[config.mk]
export PLATFORM = sky130hd
export DESIGN_NAME = fb_read_server_flat
export DESIGN_NICKNAME = d
export VERILOG_FILES = /design/src/rtl/fb_read_server_if.sv /design/src/rtl/fb_read_server.sv /design/src/flat_wrapper.sv
export SDC_FILE = /design/constraint.sdc
export NUM_CORES = 1
export LEC_CHECK = 0
export ABC_AREA = 1
export CORE_MARGIN = 1.5
export CORE_UTILIZATION = 50
export CTS_CLUSTER_DIAMETER = 60
export DETAILED_ROUTE_END_ITERATION = 12
export PLACE_DENSITY = 0.69
export SETUP_SLACK_MARGIN = 0.1
export SYNTH_ARGS = -nofsm -noshare
export SYNTH_HDL_FRONTEND = slang
export SYNTH_SLANG_ARGS = --single-unit
[constraint.sdc]
create_clock -name clk -period 2.6 [get_ports clk]
set_input_delay 0.65 -clock clk [delete_from_list [all_inputs] [get_ports clk]]
set_output_delay 0.65 -clock clk [all_outputs]
set_load 0.05 [all_outputs]
[src/rtl/fb_read_server_if.sv]
// fb_read_server_if: request/response bus between the VGA draw logic and the
// framebuffer read server, plus the server's RAM read port.
interface fb_read_server_if #(
    parameter int REQ_AW = 40,
    parameter int MEM_AW = 15
);
    logic              read_bytes;
    logic [REQ_AW-1:0] mem_addr;
    logic [79:0]       input_bytes;
    logic              rd_miss;
    logic              ram_rd_en;
    logic [MEM_AW-1:0] ram_rd_addr;
    logic [31:0]       ram_rd_data;

    // Requester and RAM side
    modport master (
        output read_bytes, mem_addr, ram_rd_data,
        input  input_bytes, rd_miss, ram_rd_en, ram_rd_addr
    );

    // Read server side
    modport slave (
        input  read_bytes, mem_addr, ram_rd_data,
        output input_bytes, rd_miss, ram_rd_en, ram_rd_addr
    );
endinterface

[src/rtl/fb_read_server.sv]
// fb_read_server: answers 10-byte framebuffer reads two cycles after the
// request, serving hits from a one-chunk prefetch buffer that is refilled
// with the next predicted chunk (same fb/row, column + STEP mod 256).
// Build macro FB_MISS_COUNT_EN adds the saturating miss_count output.
module fb_read_server #(
    parameter int REQ_AW = 40,
    parameter int MEM_AW = 15,
    parameter int STEP   = 10
) (
    input logic             clk,
    input logic             rst,
    fb_read_server_if.slave bus
`ifdef FB_MISS_COUNT_EN
    ,
    output logic [15:0]     miss_count
`endif
);

    typedef enum logic [1:0] {IDLE, FETCH, LOAD} state_t;

    localparam logic [7:0] STEP_B = 8'(STEP);

    state_t            state_q, state_d;
    logic [1:0]        cnt_q, cnt_d;
    logic [16:0]       target_q, tag_q;
    logic [95:0]       line_q;
    logic [79:0]       buf_q, rsp_buf_q, data_q;
    logic              buf_valid_q, boot_q, rsp_pend_q, rsp_hit_q, miss_q;
    logic              rd_en;
    logic [MEM_AW-1:0] rd_addr;

    logic              req, hit, start;
    logic [16:0]       req_addr, predicted, start_addr;
    logic              unused_hi_addr;

    // Only {fb, row, col} is decoded; upper request bits are don't-care.
    assign unused_hi_addr = ^bus.mem_addr[REQ_AW-1:17];
    assign req_addr       = bus.mem_addr[16:0];

    // The release cycle launches the boot prefetch and ignores any request.
    assign req        = bus.read_bytes && !boot_q;
    assign hit        = req && buf_valid_q && (req_addr == tag_q);
    assign predicted  = {tag_q[16:8], tag_q[7:0] + STEP_B};
    assign start      = boot_q || req;
    assign start_addr = boot_q ? '0 : (hit ? predicted : req_addr);

    assign bus.input_bytes = data_q;
    assign bus.rd_miss     = miss_q;
    assign bus.ram_rd_en   = rd_en;
    assign bus.ram_rd_addr = rd_addr;

    // Fetch sequencer state register
    always_ff @(posedge clk or negedge rst) begin
        if (!rst) begin
            state_q <= IDLE;
            cnt_q   <= '0;
        end else begin
            state_q <= state_d;
            cnt_q   <= cnt_d;
        end
    end

    // Next state and RAM read port; any accepted request restarts the fetch
    always_comb begin
        state_d = state_q;
        cnt_d   = cnt_q;
        rd_en   = 1'b0;
        rd_addr = '0;
        case (state_q)
            IDLE: ;
            FETCH: begin
                rd_en   = 1'b1;
                rd_addr = MEM_AW'(target_q[16:2]) + MEM_AW'(cnt_q);
                cnt_d   = cnt_q + 2'd1;
                if (cnt_q == 2'd3) state_d = LOAD;
            end
            LOAD:    state_d = IDLE;
            default: state_d = IDLE;
        endcase
        if (start) begin
            state_d = FETCH;
            cnt_d   = '0;
        end
    end

    // Prefetch buffer, response pipeline and output registers
    always_ff @(posedge clk or negedge rst) begin
        if (!rst) begin
            boot_q      <= 1'b1;
            target_q    <= '0;
            tag_q       <= '0;
            line_q      <= '0;
            buf_q       <= '0;
            buf_valid_q <= 1'b0;
            rsp_pend_q  <= 1'b0;
            rsp_hit_q   <= 1'b0;
            rsp_buf_q   <= '0;
            data_q      <= '0;
            miss_q      <= 1'b0;
        end else begin
            boot_q <= 1'b0;

            // Words 0..2 arrive during FETCH cycles 1..3; word 3 arrives in LOAD.
            if (state_q == FETCH && cnt_q != 2'd0)
                line_q <= {bus.ram_rd_data, line_q[95:32]};

            // A request in the LOAD cycle wins: its new fetch supersedes this chunk.
            if (state_q == LOAD && !start) begin
                buf_q       <= 80'({bus.ram_rd_data, line_q} >> {target_q[1:0], 3'b000});
                tag_q       <= target_q;
                buf_valid_q <= 1'b1;
            end

            if (start) begin
                target_q    <= start_addr;
                buf_valid_q <= 1'b0;
            end

            rsp_pend_q <= req;
            if (req) begin
                rsp_hit_q <= hit;
                rsp_buf_q <= buf_q;
            end

            if (rsp_pend_q) begin
                data_q <= rsp_hit_q ? rsp_buf_q : '0;
                miss_q <= !rsp_hit_q;
            end else begin
                miss_q <= 1'b0;
            end
        end
    end

`ifdef FB_MISS_COUNT_EN
    // Saturating miss counter, cleared only by reset
    always_ff @(posedge clk or negedge rst) begin
        if (!rst)
            miss_count <= '0;
        else if (rsp_pend_q && !rsp_hit_q && miss_count != 16'hFFFF)
            miss_count <= miss_count + 16'd1;
    end
`endif

endmodule

[src/flat_wrapper.sv]
// flat-port wrapper written by rule: the top's interface ports become plain ports
module fb_read_server_flat 
#(
    parameter int REQ_AW = 40,
    parameter int MEM_AW = 15,
    parameter int STEP   = 10
)
  (clk, rst, bus_read_bytes, bus_mem_addr, bus_ram_rd_data, bus_input_bytes, bus_rd_miss, bus_ram_rd_en, bus_ram_rd_addr);
  fb_read_server_if #(.REQ_AW(REQ_AW), .MEM_AW(MEM_AW)) bus_i ();
  input logic clk;
  input logic rst;
  input wire logic [$bits(bus_i.read_bytes)-1:0] bus_read_bytes;
  input wire logic [$bits(bus_i.mem_addr)-1:0] bus_mem_addr;
  input wire logic [$bits(bus_i.ram_rd_data)-1:0] bus_ram_rd_data;
  output wire logic [$bits(bus_i.input_bytes)-1:0] bus_input_bytes;
  output wire logic [$bits(bus_i.rd_miss)-1:0] bus_rd_miss;
  output wire logic [$bits(bus_i.ram_rd_en)-1:0] bus_ram_rd_en;
  output wire logic [$bits(bus_i.ram_rd_addr)-1:0] bus_ram_rd_addr;
  assign bus_i.read_bytes = bus_read_bytes;
  assign bus_i.mem_addr = bus_mem_addr;
  assign bus_i.ram_rd_data = bus_ram_rd_data;
  assign bus_input_bytes = bus_i.input_bytes;
  assign bus_rd_miss = bus_i.rd_miss;
  assign bus_ram_rd_en = bus_i.ram_rd_en;
  assign bus_ram_rd_addr = bus_i.ram_rd_addr;
  fb_read_server #(.REQ_AW(REQ_AW), .MEM_AW(MEM_AW), .STEP(STEP)) u_core (.clk(clk), .rst(rst), .bus(bus_i));
endmodule
==> results.txt, run 1 <==
- Dividing total power by cell area gives a power density of 726.5 nW/µm².
* Crit Path Max Fanout: 3
- The post-route netlist has 9.594% of its cells at a drive strength greater than 1.
* Number of register bits inferred by synthesis: 379
* Summed instance area of the synthesized netlist: 16730 µm²
* Detailed-router iteration count before antenna repair: 6
- Post-DR vias/cell: 5.305
- The worst path in the final design needs a cycle of 2.986 ns, including I/O delays and setup.
- Clock latency on the worst-skew pair, taken at its later pin, is 0.54 ns.
* Max transition margin: 47.07%
* CTS tree: done
- The layout has 2810 filler cells.
- Synthesized Nets: 2095
- Area share of and/or/nand/nor cells after synthesis: 21.35%
* Required time worst endpoint: 1.95 ns
- Starting utilization of the core area: 51.17%
- Critical path class: register to primary output
* Layout-stage area growth over the synthesis result: 24.11%
- In the synthesized netlist the dominant register cell turns out to be sky130_fd_sc_hd__dfrtp_1.
* Final Hold Slack: 0.04410 ns
* Number of unique standard cell types used by synthesis: 36
- For this block, the initial DRC count from the detailed router was 1232.
- Violations in the final reports: negative setup slack
* Global-route total usage across every layer: 25.43%
* Post-detailed-placement half-perimeter wirelength: 28670 µm
- The number of global-route vias before repair was 13250.
- Setup clock skew after layout: 0.01420 ns
- Of the total synthesized cell area, the portion taken by full adders, half adders and majority gates is 0.4935%.
- Maximum number of pins on one net before global-route repair: 100
* Leading cell type in the layout, fill and taps excluded: sky130_fd_sc_hd__nand2_1
- After synthesis, the largest family of logic cells by area is simple AND/OR/NAND/NOR gates.
- The floorplan step defined a die boundary enclosing 34570 µm².
- Chip width: 185.9 µm
* Top Ports: 172
- After detailed routing, the total wire length is 43010 µm.
- Global-route wire length before repair: 69390 µm
- Max capacitance violation total: 0
- The detail route stage leaves a number of antenna-violating nets equal to 0.
* Final RePlAce weighted congestion: 0.8719
- Overall Power: 15.09 mW
* Number of CTS-inserted buffers: 42
- The final critical path takes up 114.9% of the cycle.
* Clock slew at the register clock pins of the worst setup and hold paths: 0.06 ns
* Count of buffers inserted at the top-level ports: 148
- Sequential-to-total area share from yosys stat: 56.68%
- Row generation in the floorplan step produced 66 rows.
- Post-Synth XOR/XNOR Area: 0.3140%
* Achievable clock frequency: 334.9 MHz
- Number of clock sinks: 379
* Number of max-slew violations in the final report: 0
- The worst setup path is captured at a primary output.
- Arrival time of the worst setup path: 2.34 ns
- Proportion of synthesized flip-flops having asynchronous set or reset: 100.0%
* Maximum level of the CTS H-tree: 2
* Core footprint: 32700 µm²
* Antenna cell count: 0
* Maximum number of buffers from clock root to sink: 3
- Initial antenna violation count: 0
* Final WS setup: -0.3861 ns
- Dividing the detail-routed wire length by the instance count gives 16.48 µm.
* Endpoints failing setup: 14
- Synth Area in Compound Gates: 12.93%
- The count of cells in the finished layout, fillers not included, comes to 2610.
- In the final design database the tool counted 2215 nets.
* Worst voltage drop across the vdd grid: 0.4441 mV
* Commonest non-fill, non-tap cells in the layout: sky130_fd_sc_hd__nand2_1 (639), sky130_fd_sc_hd__dfrtp_1 (371), sky130_fd_sc_hd__o21ai_0 (201)
- Global routing finished with a remaining overflow of 0.
- Root Buffer Master: sky130_fd_sc_hd__clkbuf_16
* Static Leak: 10.13 nW
* Number of flops mapped to enable cells by yosys: 0
- STA classifies the critical path startpoint as a register.
- Multiplexer cells account for 0.4785% of the synthesized area.
- Finished Core Util: 63.51%
- Hold Fails Final Rpt: 0
- Setup repair after global routing could not meet its margin everywhere.
- In this run the mean area of a mapped cell was 8.309 µm².
* Count of mapped cells out of synthesis: 2014
- Vias: 13846
- The run finished, with violations left.
* Detailed-route DRC error count: 0
* Transition at the pin with the smallest max-transition slack: 0.7939 ns
- Post-Place Cells: 2515
- Yosys printed 0 warnings.
* Sum Neg Setup Slack: -3.474 ns
- Classification of the worst-slack hold path: primary input to asynchronous set/reset pin
- Die extent in y: 185.9 µm
==> layout make-up <==
type | count | area (µm²) | area share (%)
sequential | 379 | 9497 | 45.73
multi-input combinational | 1310 | 6150 | 29.61
timing repair buffer | 200 | 2276 | 10.96
clock buffer | 54 | 1196 | 5.759
inverter | 201 | 759.5 | 3.657
tap | 442 | 553.0 | 2.663
clock inverter | 24 | 337.8 | 1.627
==> logic make-up (layout without fill, tap and decap cells) <==
family,Yosys count,after routing
AOI/OAI and AO/OA,416,416
xor gates and xnor gates,6,6
adders and majority gates,6,6
buffers and inverters,325,479
DFF,379,379
muxes,8,8
other,1,1
and+or+nand+nor,873,873
==> through the flow <==
step	instance area, µm²	worst slack [ns]
after floorplan	16780	-0.006929
after global placement	18910	0.06139
after detailed placement	18910	0.07957
after CTS	20610	-0.3951
after global routing	20770	-0.5055
final	20770	-0.3861
==> synth_stat cells (5+ instances only) <==
cell                       count  area [µm²]
sky130_fd_sc_hd__nand2_1     645        2421
sky130_fd_sc_hd__dfrtp_1     378        9459
sky130_fd_sc_hd__o21ai_0     207        1036
sky130_fd_sc_hd__inv_1       187       701.9
sky130_fd_sc_hd__nand3_1     150       750.7
sky130_fd_sc_hd__o21ai_1     127       635.6
sky130_fd_sc_hd__clkbuf_1     77       289.0
sky130_fd_sc_hd__a21oi_1      57       285.3
sky130_fd_sc_hd__nor2_1       51       191.4
sky130_fd_sc_hd__buf_2        32       160.2
sky130_fd_sc_hd__o221ai_1     16       140.1
sky130_fd_sc_hd__inv_2        11       41.29
sky130_fd_sc_hd__nand4_1      10       62.56
sky130_fd_sc_hd__buf_1         8       30.03
sky130_fd_sc_hd__mux2i_1       8       80.08
sky130_fd_sc_hd__o211ai_1      8       60.06
sky130_fd_sc_hd__buf_4         6       45.04
sky130_fd_sc_hd__ha_1          5       62.56
==> registers in the layout, indices dropped and copies added, names as in the netlist, 2 cells and up <==
signal / count
u_core.bus.input_bytes: 80
u_core.target_q: 17
u_core.state_q: 2
u_core.tag_q: 17
u_core.cnt_q: 2
u_core.buf_q: 80
u_core.line_q: 96
u_core.rsp_buf_q: 80
==> repair_timing <==
action | CTS | global route
pin swaps | 11 | 6
hold buffers | 0 | 0
setup buffers | 10 | 7
setup endpoints to repair | 15 | 14
gates resized for setup | 27 | 25
==> power breakdown <==
| group | total, mW | internal, mW | leakage, nW | switching (mW) |
|---|---|---|---|---|
| clock network | 6.44 | 3.98 | 0.758 | 2.46 |
| logic | 1.87 | 0.647 | 4.81 | 1.22 |
| registers | 6.78 | 6.40 | 4.56 | 0.382 |
| total | 15.1 | 11.0 | 10.1 | 4.07 |
==> final timing paths <==
kind                       cells after the start  slack, ns           startpoint                    endpoint
max in group asynchronous                      2       1.83                  rst            u_core.buf_q[44]
setup / recovery                              11      -0.39   u_core.target_q[2]          bus_ram_rd_addr[4]
hold reg to reg                                2       0.48  u_core.rsp_buf_q[1]         u_core.rsp_buf_q[1]
setup reg to reg                               8       0.47    u_core.state_q[0]            u_core.line_q[2]
hold / removal                                 1       0.04                  rst  u_core.bus.input_bytes[19]
min in group clk                               2       0.48  u_core.rsp_buf_q[1]         u_core.rsp_buf_q[1]
==> routing by layer <==
metal | GRT usage (%) | vias up | wire length, µm
met5 | 0 | - | 0
met4 | 7.032 | 0 | 959
met3 | 3.972 | 67 | 2418
met2 | 38.69 | 399 | 19470
met1 | 37.79 | 6655 | 20160
li1 | - | 6725 | -
==> worst max-delay path, cell delays in order (launching register included) <==
cell and delay (ns):
sky130_fd_sc_hd__dfrtp_1 0.41, sky130_fd_sc_hd__ha_4 0.18, sky130_fd_sc_hd__fa_2 0.35, sky130_fd_sc_hd__nand2_2 0.08
sky130_fd_sc_hd__inv_2 0.05, sky130_fd_sc_hd__nand3_4 0.06, sky130_fd_sc_hd__buf_4 0.12, sky130_fd_sc_hd__buf_6 0.08
sky130_fd_sc_hd__buf_6 0.09, sky130_fd_sc_hd__nand2_1 0.05, sky130_fd_sc_hd__a21oi_2 0.17, sky130_fd_sc_hd__buf_12 0.16
No activity file was read; power rests on OpenSTA's default activity.
==> run 2, diff against run 1 <==
- CELL_PAD_IN_SITES_DETAIL_PLACEMENT: not set -> 0
- CELL_PAD_IN_SITES_GLOBAL_PLACEMENT: not set -> 1
- CORE_UTILIZATION: 50 -> 43
- PLACE_DENSITY: 0.69 -> 0.77
==> run 2 against run 1 <==
Against the previous run: the flow still finishes with violations (negative setup slack); combinational power about the same; power down 0.23%; critical path type unchanged; sequential share of layout area decreased by 0.12 points; clock power about the same; global-route usage is 2.8 points lower; maximum frequency hardly changed; largest cell class unchanged; flip-flop and latch count did not move; sequential power about the same.
==> results.txt, run 2 (synthesis results as in run 1) <==
- Setup clock skew after layout: 0.02081 ns
* Layout cells sized above 1: 9.283%
* Final Hold Slack: 0.07009 ns
* Detailed-router iteration count before antenna repair: 6
- Subtracting the final worst setup slack from the clock period gives 2.987 ns.
- At the worst endpoint, the required time is 1.95 ns.
- Worst voltage drop across the vdd grid: 0.4179 mV
* Int Pwr: 11.05 mW
- ANT nets after route: 0
- Final Routed Wirelength: 44820 µm
- Result of the run: finished, violations left
- The top cell types in the final layout, fill and taps aside, are sky130_fd_sc_hd__nand2_1 (641), sky130_fd_sc_hd__dfrtp_1 (374), sky130_fd_sc_hd__o21ai_0 (200).
* Drt wl/cell: 16.64 µm
* Hold Fails Final Rpt: 0
* Global-route wire length before repair: 73540 µm
* Leading cell type in the layout, fill and taps excluded: sky130_fd_sc_hd__nand2_1
- Sw Ratio: 26.59%
- The die is 200.3 µm tall.
* Reg power frac: 44.9%
- Switching power total: 4.002 mW
* Vias: 13605
* RSZ-0062 raised after global routing: true
- The final reports fail on negative setup slack.
- In the final layout, flip-flops and latches occupy 9493 µm².
- R2R setup slack: 0.38 ns
- CP Launch Type: register
- Initial antenna violation count: 1
- Measured against its own limit, the worst slew margin works out to 47.24%.
- Final RePlAce weighted congestion: 0.8719
- Die ar.: 40110 µm²
- Using the TritonRoute via totals, the vias-per-cell ratio works out to 5.050.
* Global-route total usage across every layer: 22.66%
- The final count of pins violating max slew came to 0.
* Flip-flop count of the largest register, all copies and words added: 96
* Clock slew at the register clock pins of the worst setup and hold paths: 0.06 ns
* Area of the multi-input gates: 6082 µm²
- Setup violations remaining at the end of the flow were counted as 14.
* Final WS setup: -0.3866 ns
* Number of CTS-inserted buffers: 43
- Arrival time of the worst setup path: 2.34 ns
- Starting utilization of the core area: 43.40%
- Maximum number of buffers from clock root to sink: 3
* Maximum level of the CTS H-tree: 2
- Filler cell count: 3677
- Maximum number of pins on one net before global-route repair: 105
* Antenna cell count: 0
- Critical path class: register to primary output
- Fin nets: 2223
* Core footprint: 38560 µm²
- Clock latency on the worst-skew pair, taken at its later pin, is 0.55 ns.
- Root Buffer Master: sky130_fd_sc_hd__clkbuf_16
- In this run the worst hold path is classified as primary input to asynchronous set/reset pin.
- Compared with the post-synthesis result, the final layout area differs by 24.38%.
* Via count of the first global-routing pass: 13381
- The initialized floorplan defines 72 standard-cell rows.
- Max capacitance violation total: 0
- For this design the static power due to leakage is 10.14 nW.
- Detailed-route DRC error count: 0
* CTS tree: done
* Worst-case setup slack after placement: 0.03424 ns
- The die is 200.3 µm wide.
- Number of clock sinks: 379
* Power per unit of standard cell area: 723.2 nW/µm²
- Of the total power, the clock network draws 42.7%.
- In this run the worst path has a maximum fanout of 4.
- For the pin with the worst max-slew slack, the measured transition is 0.7914 ns.
- Register name with the most flops: u_core.line_q
- Based on the critical path, the design can be clocked at up to 334.8 MHz.
- Dividing the final minimum period by the clock period gives 114.9%.
- Worst setup EP type: primary output
* First DRT Iteration DRCs: 853
* Post-detailed-placement half-perimeter wirelength: 31400 µm
- Top Ports: 172
* Global route total overflow: 0
- In this run the tool buffered the top-level ports with 148 buffer cells.
- In this run, the combinational gates consume 12.4% of the power.
==> run 2: worst paths after layout <==
path,from,end,depth (start not counted)
max,u_core.target_q[2],bus_ram_rd_addr[12],11
min,rst,u_core.bus.rd_miss,1
max reg2reg,u_core.target_q[0],u_core.buf_q[11],5
min reg2reg,u_core.bus.input_bytes[13],u_core.bus.input_bytes[13],2
max in group asynchronous,rst,u_core.boot_q,2
min in group clk,u_core.bus.input_bytes[13],u_core.bus.input_bytes[13],2
==> run 2: per-stage QoR <==
step | instances | instance area (µm²) | TNS, ns | utilization (%) | total power, mW
after global routing | 2694 | 20810 | -4.644 | 53.98 | 15.76
after global placement | 2605 | 19130 | 0 | 49.62 | 8.675
after detailed placement | 2605 | 19130 | 0 | 49.62 | 8.712
after floorplan | 2014 | 16780 | -0.006929 | - | 7.910
after CTS | 2692 | 20800 | -3.308 | 53.94 | 15.19
final | 2694 | 20810 | -3.295 | 53.98 | 15.05
==> run 2: critical path, cell delays in order (launching register included) <==
cell,delay (ns)
sky130_fd_sc_hd__dfrtp_1,0.37
sky130_fd_sc_hd__ha_2,0.20
sky130_fd_sc_hd__fa_2,0.22
sky130_fd_sc_hd__nand2_2,0.05
sky130_fd_sc_hd__inv_2,0.08
sky130_fd_sc_hd__nand3_4,0.07
sky130_fd_sc_hd__nor3_4,0.20
sky130_fd_sc_hd__nand2_2,0.12
sky130_fd_sc_hd__o21ai_1,0.14
sky130_fd_sc_hd__nand2_1,0.09
sky130_fd_sc_hd__nor2_4,0.11
sky130_fd_sc_hd__buf_12,0.14
==> run 2: timing repair <==
action	in CTS	in global routing
hold endpoints to repair	0	0
hold buffers	0	0
pin swaps	4	4
setup buffers	9	4
endpoints found under the setup margin	14	14
gates resized for setup	31	2
==> run 2: power groups by stage <==
| stage | Sequential (mW) | Clock [mW] | Combinational (mW) |
|---|---|---|---|
| 6_report | 6.76 | 6.43 | 1.86 |
| 5_1_grt | 6.82 | 6.82 | 2.12 |
| 4_1_cts | 6.75 | 6.56 | 1.88 |
| 3_5_place_dp | 6.86 | 0 | 1.85 |
| 3_3_place_gp | 6.84 | 0 | 1.83 |
| 2_1_floorplan | 6.73 | 0 | 1.18 |
==> run 2: cell type report <==
type,count,area share [%]
Timing Repair Buffer,207,11.10
Clock buffer,63,6.114
Clock inverter,16,1.196
Multi-Input combinational cell,1310,29.22
Inverter,201,3.649
Tap cell,518,3.114
Sequential cell,379,45.61
==> run 2: routing by layer <==
metal	vias up	share of wire (%)	global-route usage [%]
met5	-	0	0
li1	6750	-	-
met2	320	44	34.47
met1	6466	49	34.11
met4	0	2.1	5.773
met3	69	4.6	3.140
==> run 3, diff against run 2 <==
- CELL_PAD_IN_SITES_DETAIL_PLACEMENT: 0 -> not set
- CELL_PAD_IN_SITES_GLOBAL_PLACEMENT: 1 -> not set
- CORE_UTILIZATION: 43 -> 50
- PLACE_DENSITY: 0.77 -> 0.69
==> results of run 3 <==
The final DEF is identical to that of run 1; final timing and power are the same.
